[config.mk]
export PLATFORM = sky130hd
export DESIGN_NAME = datapath_seq
export DESIGN_NICKNAME = d
export VERILOG_FILES = /design/src/rtl/datapath_seq_pkg.sv /design/src/rtl/datapath_seq_alu.sv /design/src/rtl/datapath_seq.sv
export SDC_FILE = /design/constraint.sdc
export NUM_CORES = 1
export LEC_CHECK = 0
export CELL_PAD_IN_SITES_DETAIL_PLACEMENT = 0
export CELL_PAD_IN_SITES_GLOBAL_PLACEMENT = 2
export CORE_ASPECT_RATIO = 1.4
export CORE_MARGIN = 2
export CORE_UTILIZATION = 43
export CTS_BUF_LIST = sky130_fd_sc_hd__clkbuf_16
export DETAILED_ROUTE_END_ITERATION = 12
export PLACE_DENSITY = 0.95
export SETUP_SLACK_MARGIN = 0.2
export SLEW_MARGIN = 20
export SYNTH_ARGS = -nofsm -noshare
export SYNTH_HDL_FRONTEND = slang
export SYNTH_SLANG_ARGS = --single-unit
export TNS_END_PERCENT = 20
[constraint.sdc]
create_clock -name clock -period 13.85 [get_ports clock]
set_input_delay 3.4625 -clock clock [delete_from_list [all_inputs] [get_ports clock]]
set_output_delay 3.4625 -clock clock [all_outputs]
set_load 0.02 [all_outputs]
[src/rtl/datapath_seq_pkg.sv]
// Shared op-codes, FSM state type and JCN mask bit positions for datapath_seq.
// Imported by the top and the ALU so both decode the same op encoding.
package datapath_seq_pkg;
    localparam logic [3:0] OP_NOP  = 4'd0;
    localparam logic [3:0] OP_LDM  = 4'd1;
    localparam logic [3:0] OP_LD   = 4'd2;
    localparam logic [3:0] OP_XCH  = 4'd3;
    localparam logic [3:0] OP_ADD  = 4'd4;
    localparam logic [3:0] OP_SUB  = 4'd5;
    localparam logic [3:0] OP_INC  = 4'd6;
    localparam logic [3:0] OP_CLB  = 4'd7;
    localparam logic [3:0] OP_RAL  = 4'd8;
    localparam logic [3:0] OP_RAR  = 4'd9;
    localparam logic [3:0] OP_FIM  = 4'd10;
    localparam logic [3:0] OP_ISZ  = 4'd11;
    localparam logic [3:0] OP_JCN  = 4'd12;
    localparam logic [3:0] OP_PINC = 4'd13;

    typedef enum logic {
        IDLE  = 1'b0,
        PAIR2 = 1'b1
    } state_t;

    localparam int JCN_TEST   = 0;
    localparam int JCN_CARRY  = 1;
    localparam int JCN_ZERO   = 2;
    localparam int JCN_INVERT = 3;
endpackage

[src/rtl/datapath_seq_alu.sv]
// Combinational ALU: add/subtract with carry, rotate through carry, increment.
// Ops it does not decode pass a through and return cin as the carry-out.
module alu_seq
    import datapath_seq_pkg::*;
#(
    parameter int WIDTH = 4
) (
    input  logic [WIDTH-1:0] a,
    input  logic [WIDTH-1:0] b,
    input  logic             cin,
    input  logic [3:0]       op,
    output logic [WIDTH-1:0] result,
    output logic             cout
);
    always_comb begin
        {cout, result} = {cin, a};
        case (op)
            OP_ADD:  {cout, result} = {1'b0, a} + {1'b0, b} + {{WIDTH{1'b0}}, cin};
            // carry=1 means no borrow, so the incoming carry is inverted too
            OP_SUB:  {cout, result} = {1'b0, a} + {1'b0, ~b} + {{WIDTH{1'b0}}, ~cin};
            OP_RAL:  {cout, result} = {a, cin};
            OP_RAR:  {result, cout} = {cin, a};
            OP_INC:  {cout, result} = {1'b0, a} + {{WIDTH{1'b0}}, 1'b1};
            default: ;
        endcase
    end
endmodule

[src/rtl/datapath_seq.sv]
// Accumulator datapath with register file; one micro-op per valid/ready accept.
// FIM and PINC take a second edge in PAIR2, during which op_ready is low.
module datapath_seq
    import datapath_seq_pkg::*;
#(
    parameter int WIDTH = 4,
    parameter int NREGS = 16,
    parameter int RIDX  = $clog2(NREGS)
) (
    input  logic             clock,
    input  logic             reset,
    input  logic             halt,
    input  logic             op_valid,
    output logic             op_ready,
    input  logic [3:0]       op,
    input  logic [WIDTH-1:0] operand,
    input  logic [WIDTH-1:0] data,
    input  logic             test,
    output logic [WIDTH-1:0] acc,
    output logic             carry,
    output logic [WIDTH-1:0] regval,
    output logic             busy,
    output logic             branch_valid,
    output logic             branch_taken
);
    logic [WIDTH-1:0] regs [NREGS];
    state_t           state;
    logic             pc;
    logic             pair_is_fim;
    logic [RIDX-1:0]  pair_hi;

    logic [RIDX-1:0]  r_idx;
    logic [RIDX-1:0]  hi_idx;
    logic [RIDX-1:0]  lo_idx;
    logic             jcn_cond;

    logic [WIDTH-1:0] alu_a;
    logic [WIDTH-1:0] alu_b;
    logic             alu_cin;
    logic [3:0]       alu_op;
    logic [WIDTH-1:0] alu_res;
    logic             alu_cout;

    assign r_idx    = operand[RIDX-1:0];
    assign hi_idx   = r_idx & ~RIDX'(1);
    assign lo_idx   = r_idx | RIDX'(1);
    assign op_ready = !halt && (state == IDLE);
    assign busy     = (state == PAIR2);
    assign regval   = regs[r_idx];

    assign jcn_cond = (operand[JCN_TEST]  & test)
                    | (operand[JCN_CARRY] & carry)
                    | (operand[JCN_ZERO]  & (acc == '0));

    // PAIR2 reuses the adder to propagate the saved low-half carry into hi
    always_comb begin
        alu_a   = acc;
        alu_b   = regs[r_idx];
        alu_cin = carry;
        alu_op  = op;
        if (state == PAIR2) begin
            alu_a   = regs[pair_hi];
            alu_b   = '0;
            alu_cin = pc;
            alu_op  = OP_ADD;
        end else if (op == OP_INC || op == OP_ISZ) begin
            alu_a  = regs[r_idx];
            alu_op = OP_INC;
        end else if (op == OP_PINC) begin
            alu_a  = regs[lo_idx];
            alu_op = OP_INC;
        end
    end

    alu_seq #(.WIDTH(WIDTH)) u_alu (
        .a      (alu_a),
        .b      (alu_b),
        .cin    (alu_cin),
        .op     (alu_op),
        .result (alu_res),
        .cout   (alu_cout)
    );

    // Register file is deliberately not reset; it only gates writes on reset.
    always_ff @(posedge clock) begin
        if (!reset && !halt) begin
            if (state == PAIR2) begin
                if (pair_is_fim) regs[pair_hi | RIDX'(1)] <= data;
                else             regs[pair_hi]            <= alu_res;
            end else if (op_valid) begin
                case (op)
                    OP_XCH:         regs[r_idx]  <= acc;
                    OP_INC, OP_ISZ: regs[r_idx]  <= alu_res;
                    OP_FIM:         regs[hi_idx] <= data;
                    OP_PINC:        regs[lo_idx] <= alu_res;
                    default: ;
                endcase
            end
        end
    end

    always_ff @(posedge clock) begin
        if (reset) begin
            state        <= IDLE;
            acc          <= '0;
            carry        <= 1'b0;
            pc           <= 1'b0;
            pair_is_fim  <= 1'b0;
            pair_hi      <= '0;
            branch_valid <= 1'b0;
            branch_taken <= 1'b0;
        end else if (!halt) begin
            branch_valid <= 1'b0;
            if (state == PAIR2) begin
                state <= IDLE;
            end else if (op_valid) begin
                case (op)
                    OP_LDM: acc <= operand;
                    OP_LD,
                    OP_XCH: acc <= regs[r_idx];
                    OP_ADD, OP_SUB, OP_RAL, OP_RAR: begin
                        acc   <= alu_res;
                        carry <= alu_cout;
                    end
                    OP_CLB: begin
                        acc   <= '0;
                        carry <= 1'b0;
                    end
                    OP_ISZ: begin
                        branch_valid <= 1'b1;
                        branch_taken <= (alu_res != '0);
                    end
                    OP_JCN: begin
                        branch_valid <= 1'b1;
                        branch_taken <= jcn_cond ^ operand[JCN_INVERT];
                    end
                    OP_FIM: begin
                        state       <= PAIR2;
                        pair_is_fim <= 1'b1;
                        pair_hi     <= hi_idx;
                    end
                    OP_PINC: begin
                        state       <= PAIR2;
                        pair_is_fim <= 1'b0;
                        pair_hi     <= hi_idx;
                        pc          <= alu_cout;
                    end
                    default: ;
                endcase
            end
        end
    end
endmodule

==> impl_results.md, run 1 <==
* Worst Tran Pin Value at 1.18 ns
* Setup TNS Final at 0 ns
* Maximum VDD drop at 74.2 uV
* Drt pass-1 iters at 6
* Die Y-Extent at 143 um
* Post-CTS setup buffer count at 0
* Synth area leader: edfxtp_1
* DR vias at 5275
* Syn Area/Cell at 10.0 sq um
* Reg2Reg Depth at 14
* Ports at 30
* Post-cts hold buffer count at 0
* Core ar. at 13500 sq um
* Post-Synthesis Cell Area at 5930 sq um
* Setup-failing EPs final at 0
* Worst-Skew Late Latency at 0.35 ns
* Final Max Tran Viols at 0
* Largest net degree at the start of global routing at 36
* Post-CTS Resized at 0
* First-pass GRT wire length at 31600 um
* Die W at 103 um
* Main flop type after synthesis: edfxtp_1
* Crit path arrival time at 6.18 ns
* Share of layout cells above drive strength 1 at 0.116
* CTS buffer count at 9
* Met3 Wirelength at 1370 um
* WL/cell at 26.9 um
* Drt total wl at 20900 um
* Multi-input combinational cell area at 3370 sq um
* WHS Path Cells at 2
* Maximum capacitance violations at 0
* Synth top area share at 0.324
* DIE AREA at 14800 sq um
* RSZ-0062 raised after global routing: no
* DR top layer: met4
* Syn Inst Count at 591
* Cells along the critical path: clkdlybuf4s50_1 > mux4_2 > a22oi_1 > nand2_1 > clkdlybuf4s50_1
* CP Class: input pin to output port
* Initial drt markers at 746
* Wl on met1 at 7140 um
* Top area cells in the synthesized netlist: edfxtp_1 32%, mux4_1 5.8%, mux4_2 5.7%, dfxtp_1 5.4%, o21ai_0 5.2%
* CTS tree: built
* Async SR Flop Fraction at 0
* Drt drc at 0
* Clock Skew at 0.0128 ns
* All-Layer GR Usage at 0.296
* Power per cell area at 96.7 nW/um^2
* GR Overflow Total at 0
* Status: finished clean
* Clock transition at path regs at 0.07 ns
* Final period utilization at 0.696
* Placed Cells at 759
* # rows at 50
* Fillers at 1251
* Startpoint types: input pin
* Seq cells post-synth at 80
* Htree depth at 3
* Critical path's most frequent cell: clkdlybuf4s50_1
* Setup crit end kind: output port
* Starting density of the core at 0.441
* Clock Sink Count at 80
* Routed met2 length at 11100 um
* CP peak stage delay at 1.07 ns
* Post-route ant nets at 0
* Fin cells at 775
* Synth warn at 0
* Placer congestion estimate at 1.05
* # diodes at 0
* Top-count cell post-synth: edfxtp_1
* Worst-path maximum fanout at 20
* CP max stage cell: clkdlybuf4s50_1
* Nets at 616
* Leakage at 2.24 nW
* Number of global-route vias before repair at 5205
* Post-Syn Nets at 619
* CTS Root Cell: clkbuf_16
* Fmax at 0.104 GHz
* Hold Fails Final Rpt at 0
* Sequential-to-total area share from yosys stat at 0.378
* EDFF count, synth at 64
* Worst-case clock buffer depth at 2
* Post-DP HPWL at 15600 um
* Hold WC Path Type: register to register
* Top cells by count, synth: 64 x edfxtp_1, 62 x o21ai_0, 59 x a21oi_1
* IO buf count at 29
* Area grow syn2layout at 9.92%
* Initial antenna violation count at 0
* Seq. cell area at 2240 sq um
* Shortest period the worst path allows at 9.65 ns
* Via-per-instance ratio at 6.81
* Worst slew margin at 0.214
* Cell variety after synth at 75
* Worst EP required at 10.39 ns
state kept, by name, summed over array words and instances, names as in the netlist, named ones only:
| name | cells |
|---|---|
| regs | 64 |
| acc | 4 |
| pair_hi | 3 |
| branch_taken | 1 |
| branch_valid | 1 |
| busy | 1 |
| carry | 1 |
| pair_is_fim | 1 |
| pc | 1 |
metrics by stage:
stage	total power [mW]	area [sq um]	utilization	hold slack (ns)	setup slack [ns]
after detailed placement	0.407	6240	0.464	0.465	3.99
final	0.630	6520	0.485	0.474	4.20
after global routing	0.655	6520	0.485	0.509	4.12
after CTS	0.628	6520	0.485	0.478	3.99
after global placement	0.403	6240	0.464	0.454	4.17
after floorplan	0.366	5930	-	0.450	5.79
routing by layer:
metal / vias up / global-route usage
met2: 319 / 0.529
met4: 0 / 0.159
met5: - / 0
met1: 2575 / 0.332
met3: 88 / 0.0455
li1: 2293 / -
logic make-up after synthesis:
group	count (synthesis)	synth area share
compound gates	215	0.242
simple gates	160	0.136
flops	80	0.378
buf+inv	68	0.0530
mux	51	0.154
fa+ha+maj	11	0.0283
xor+xnor	6	0.00886
power breakdown:
group	switching, mW	internal, mW	leakage [nW]
Clock	0.103	0.123	0.132
Sequential	0.00480	0.266	0.707
Combinational	0.0863	0.0477	1.40
Total	0.194	0.436	2.24
area by class of cell:
type | count | share of cell area
clock buffers | 9 | 0.0345
flip-flops and latches | 80 | 0.344
well taps | 182 | 0.0349
repair buffers | 33 | 0.0484
multi-input cells | 443 | 0.518
clock inverters | 7 | 0.00845
inverters | 21 | 0.0121
path summary, 6_finish.rpt:
check	from	endpoint	slack, ns
max	operand[0]	regval[2]	4.20
min	branch_valid	branch_valid	0.47
max reg2reg	register	regs[3][3]	8.88
min reg2reg	branch_valid	branch_valid	0.47
critical path, delay by kind of cell:
family	cells	cell delay (ns)
mux	1	0.60
compound gates	1	0.27
buf+inv	2	1.65
simple gates	1	0.19
placed cells by master (no fill, tap or decap), types with 9 or more instances in the layout:
master | netlist | final
clkbuf_16 | 0 | 9
a21oi_1 | 59 | 59
inv_1 | 19 | 19
mux4_2 | 15 | 15
o22ai_1 | 34 | 34
nand3_1 | 18 | 18
nor2_1 | 31 | 31
mux4_1 | 13 | 13
o21ai_0 | 62 | 62
dfxtp_1 | 16 | 16
mux2i_1 | 18 | 18
nor3_1 | 12 | 12
nand2b_1 | 9 | 9
edfxtp_1 | 64 | 64
clkdlybuf4s50_1 | 0 | 28
nand2_1 | 52 | 52
Power figures use the tool's default switching activity.
==> run 2: changes to the inputs <==
Settings changed: CORE_UTILIZATION 43 to 36, PLACE_DENSITY 0.95 to 0.88.
Clock period 13.85 ns to 8.7 ns, I/O delays scaled along.
==> run 2 against run 1 <==
Combinational power up 55%. Hold slack worse by 0.0030 ns. Clock skew is 0.0075 ns lower. Worst setup slack worse by 2.8 ns. Total power rose by 66%. Wire length decreased by 1.1%. Critical path depth grew 1. Count of clock-buffer cells in the layout is the same. Global-route usage down 5.6 points. Sequential share of layout area fell by 0.41 points. Utilization decreased by 7.7 points. Critical path type unchanged. Largest power group unchanged.
==> impl_results.md, run 2 (synthesis gave the netlist of run 1 again) <==
* Fin cells at 793 (+2.3%)
* Startpoint types: input pin
* Drt pass-1 iters at 6 (unchanged)
* Most frequent cells in the layout: 64 x edfxtp_1, 62 x o21ai_0, 59 x a21oi_1
* DIE AREA at 17500 sq um (+19%)
* Crit path max-delay family: buffers and inverters
* Area grow syn2layout at 11.2%
* Hold WC Path Type: register to register
* Die W at 112 um (+8.9%)
* Maximum VDD drop at 113 uV (+52%)
* Die Y-Extent at 156 um (+9.0%)
* IO buf count at 29 (unchanged)
* WL/cell at 26.0 um (-3.3%)
* Shortest period the worst path allows at 7.30 ns
* CTS buffer count at 9 (unchanged)
* Via-per-instance ratio at 6.61 (-2.8%)
* Post-CTS setup buffer count at 0 (unchanged)
* Power per cell area at 159 nW/um^2 (+64%)
* Worst slew margin at 0.268 (+0.0545)
* Share of layout cells above drive strength 1 at 0.116 (-0.000196)
* Placed Cells at 778 (+2.5%)
* CP max stage cell: clkdlybuf4s50_1
* First-pass GRT wire length at 31200 um (-1.2%)
* GR Overflow Total at 0 (unchanged)
* Setup TNS Final at 0 ns (unchanged)
* Initial antenna violation count at 0 (unchanged)
* Post-CTS Resized at 0 (unchanged)
* Final Max Tran Viols at 0 (unchanged)
* Number of global-route vias before repair at 5273 (+1.3%)
* Final period utilization at 0.839
* Reg2Reg Setup Slack at 3.82 ns (-5.06 ns)
* Crit path arrival time at 5.13 ns (-1.05 ns)
* Clock Skew at 0.00534 ns (-0.00750 ns)
* All-Layer GR Usage at 0.240 (-0.0564)
* Initial drt markers at 612 (-18%)
* Cells along the critical path: clkdlybuf4s50_1 > buf_4 > nor2b_1 > a22oi_1 > nand2_1 > clkdlybuf4s50_1
* Largest regs: regs x64, acc x4, pair_hi x3
* Flip-flop count of the largest register after layout at 64 (unchanged)
* Hold Fails Final Rpt at 0 (unchanged)
* Top reg by flops: regs
* CP Class: input pin to output port
* CTS tree: built
* Reg2Reg Depth at 13 (-1)
* Drt total wl at 20700 um (-1.1%)
* Setup-failing EPs final at 0 (unchanged)
* WHS Path Cells at 2 (unchanged)
* Largest net degree at the start of global routing at 36 (unchanged)
* Reg2Reg Capture Point: branch_taken
* CTS Root Cell: clkbuf_16
* Clock Sink Count at 80 (unchanged)
* Critical path's most frequent cell: clkdlybuf4s50_1
* Worst EP required at 6.53 ns (-3.86 ns)
* Htree depth at 3 (unchanged)
* Ports at 30 (unchanged)
* Post-DP HPWL at 15500 um (-0.59%)
* Core ar. at 16200 sq um (+20%)
* Leakage at 2.26 nW (+1.1%)
* Nets at 618 (+0.32%)
* Core Util, Final at 0.408 (-0.0767)
* Placer congestion estimate at 0.980 (-6.7%)
* R2r startpoint: acc[0]
* Worst Path Buf+Inv at 3 (+1)
* Setup crit end kind: output port
* RSZ-0062 raised after global routing: no
* Maximum capacitance violations at 0 (unchanged)
* Starting density of the core at 0.367 (-0.0742)
* Commonest non-fill, non-tap cell in the layout: edfxtp_1
* Worst-case clock buffer depth at 2 (unchanged)
* Clock transition at path regs at 0.06 ns (about the same)
* Post-route ant nets at 0 (unchanged)
* # diodes at 0 (unchanged)
* DR vias at 5245 (-0.57%)
* Worst-Skew Late Latency at 0.35 ns (about the same)
* Fillers at 1539 (+23%)
* Fmax at 0.137 GHz
* # rows at 55 (+10%)
* Hold EP: branch_valid
* Status: finished clean
* Seq. cell area at 2240 sq um (unchanged)
* Worst-path maximum fanout at 16 (-20%)
* CP peak stage delay at 0.89 ns (-0.18 ns)
* Worst Tran Pin Value at 1.09 ns (-0.0815 ns)
* Post-cts hold buffer count at 0 (unchanged)
* Drt drc at 0 (unchanged)
* Multi-input combinational cell area at 3370 sq um (unchanged)
* Hold_sp: branch_valid
## run 2: worst max-delay path by stage
stage	start	end	cells past startpoint
2_1_floorplan	operand[0]	regs[11][3]	16
3_3_place_gp	operand[1]	regs[1][3]	15
3_5_place_dp	operand[1]	regs[1][3]	15
4_1_cts	operand[3]	regval[3]	6
5_1_grt	operand[1]	regs[9][3]	15
6_report	operand[3]	regval[3]	6
## run 2: per-stage QoR
| step | total power [mW] | instance area [sq um] | worst slack [ns] | hold slack [ns] |
|---|---|---|---|---|
| 2_1_floorplan | 0.582 | 5930 | 2.89 | 0.450 |
| 3_3_place_gp | 0.639 | 6280 | 1.29 | 0.452 |
| 3_5_place_dp | 0.642 | 6280 | 1.15 | 0.462 |
| 4_1_cts | 1.05 | 6600 | 1.42 | 0.473 |
| 5_1_grt | 1.09 | 6600 | 1.16 | 0.514 |
| 6_report | 1.05 | 6600 | 1.40 | 0.471 |
## run 2: area by class of cell
type / count / area share
tap: 199 / 0.0377
sequential: 80 / 0.340
timing repair buffer: 35 / 0.0508
clock inverter: 6 / 0.0140
clock buffer: 9 / 0.0341
multi-input combinational: 443 / 0.511
inverter: 21 / 0.0119
## run 2: report_power, final
group | internal (mW) | total, mW | switching, mW
sequential | 0.423 | 0.431 | 0.00765
combinational | 0.0764 | 0.208 | 0.131
clock | 0.252 | 0.411 | 0.159
total | 0.751 | 1.05 | 0.298
## run 2: tightest hold or removal path, delay by kind of cell (launching register included)
kind | cells | cell delay (ns)
AND/OR/NAND/NOR | 1 | 0.06
flip-flops | 1 | 0.31
AO/OA/AOI/OAI | 1 | 0.05
## run 2: metal layers
| layer | vias up | share of wire | GRT usage |
|---|---|---|---|
| li1 | 2302 | - | - |
| met1 | 2516 | 0.36 | 0.268 |
| met2 | 333 | 0.50 | 0.413 |
| met3 | 94 | 0.068 | 0.0392 |
| met4 | 0 | 0.076 | 0.172 |
| met5 | - | 0 | 0 |
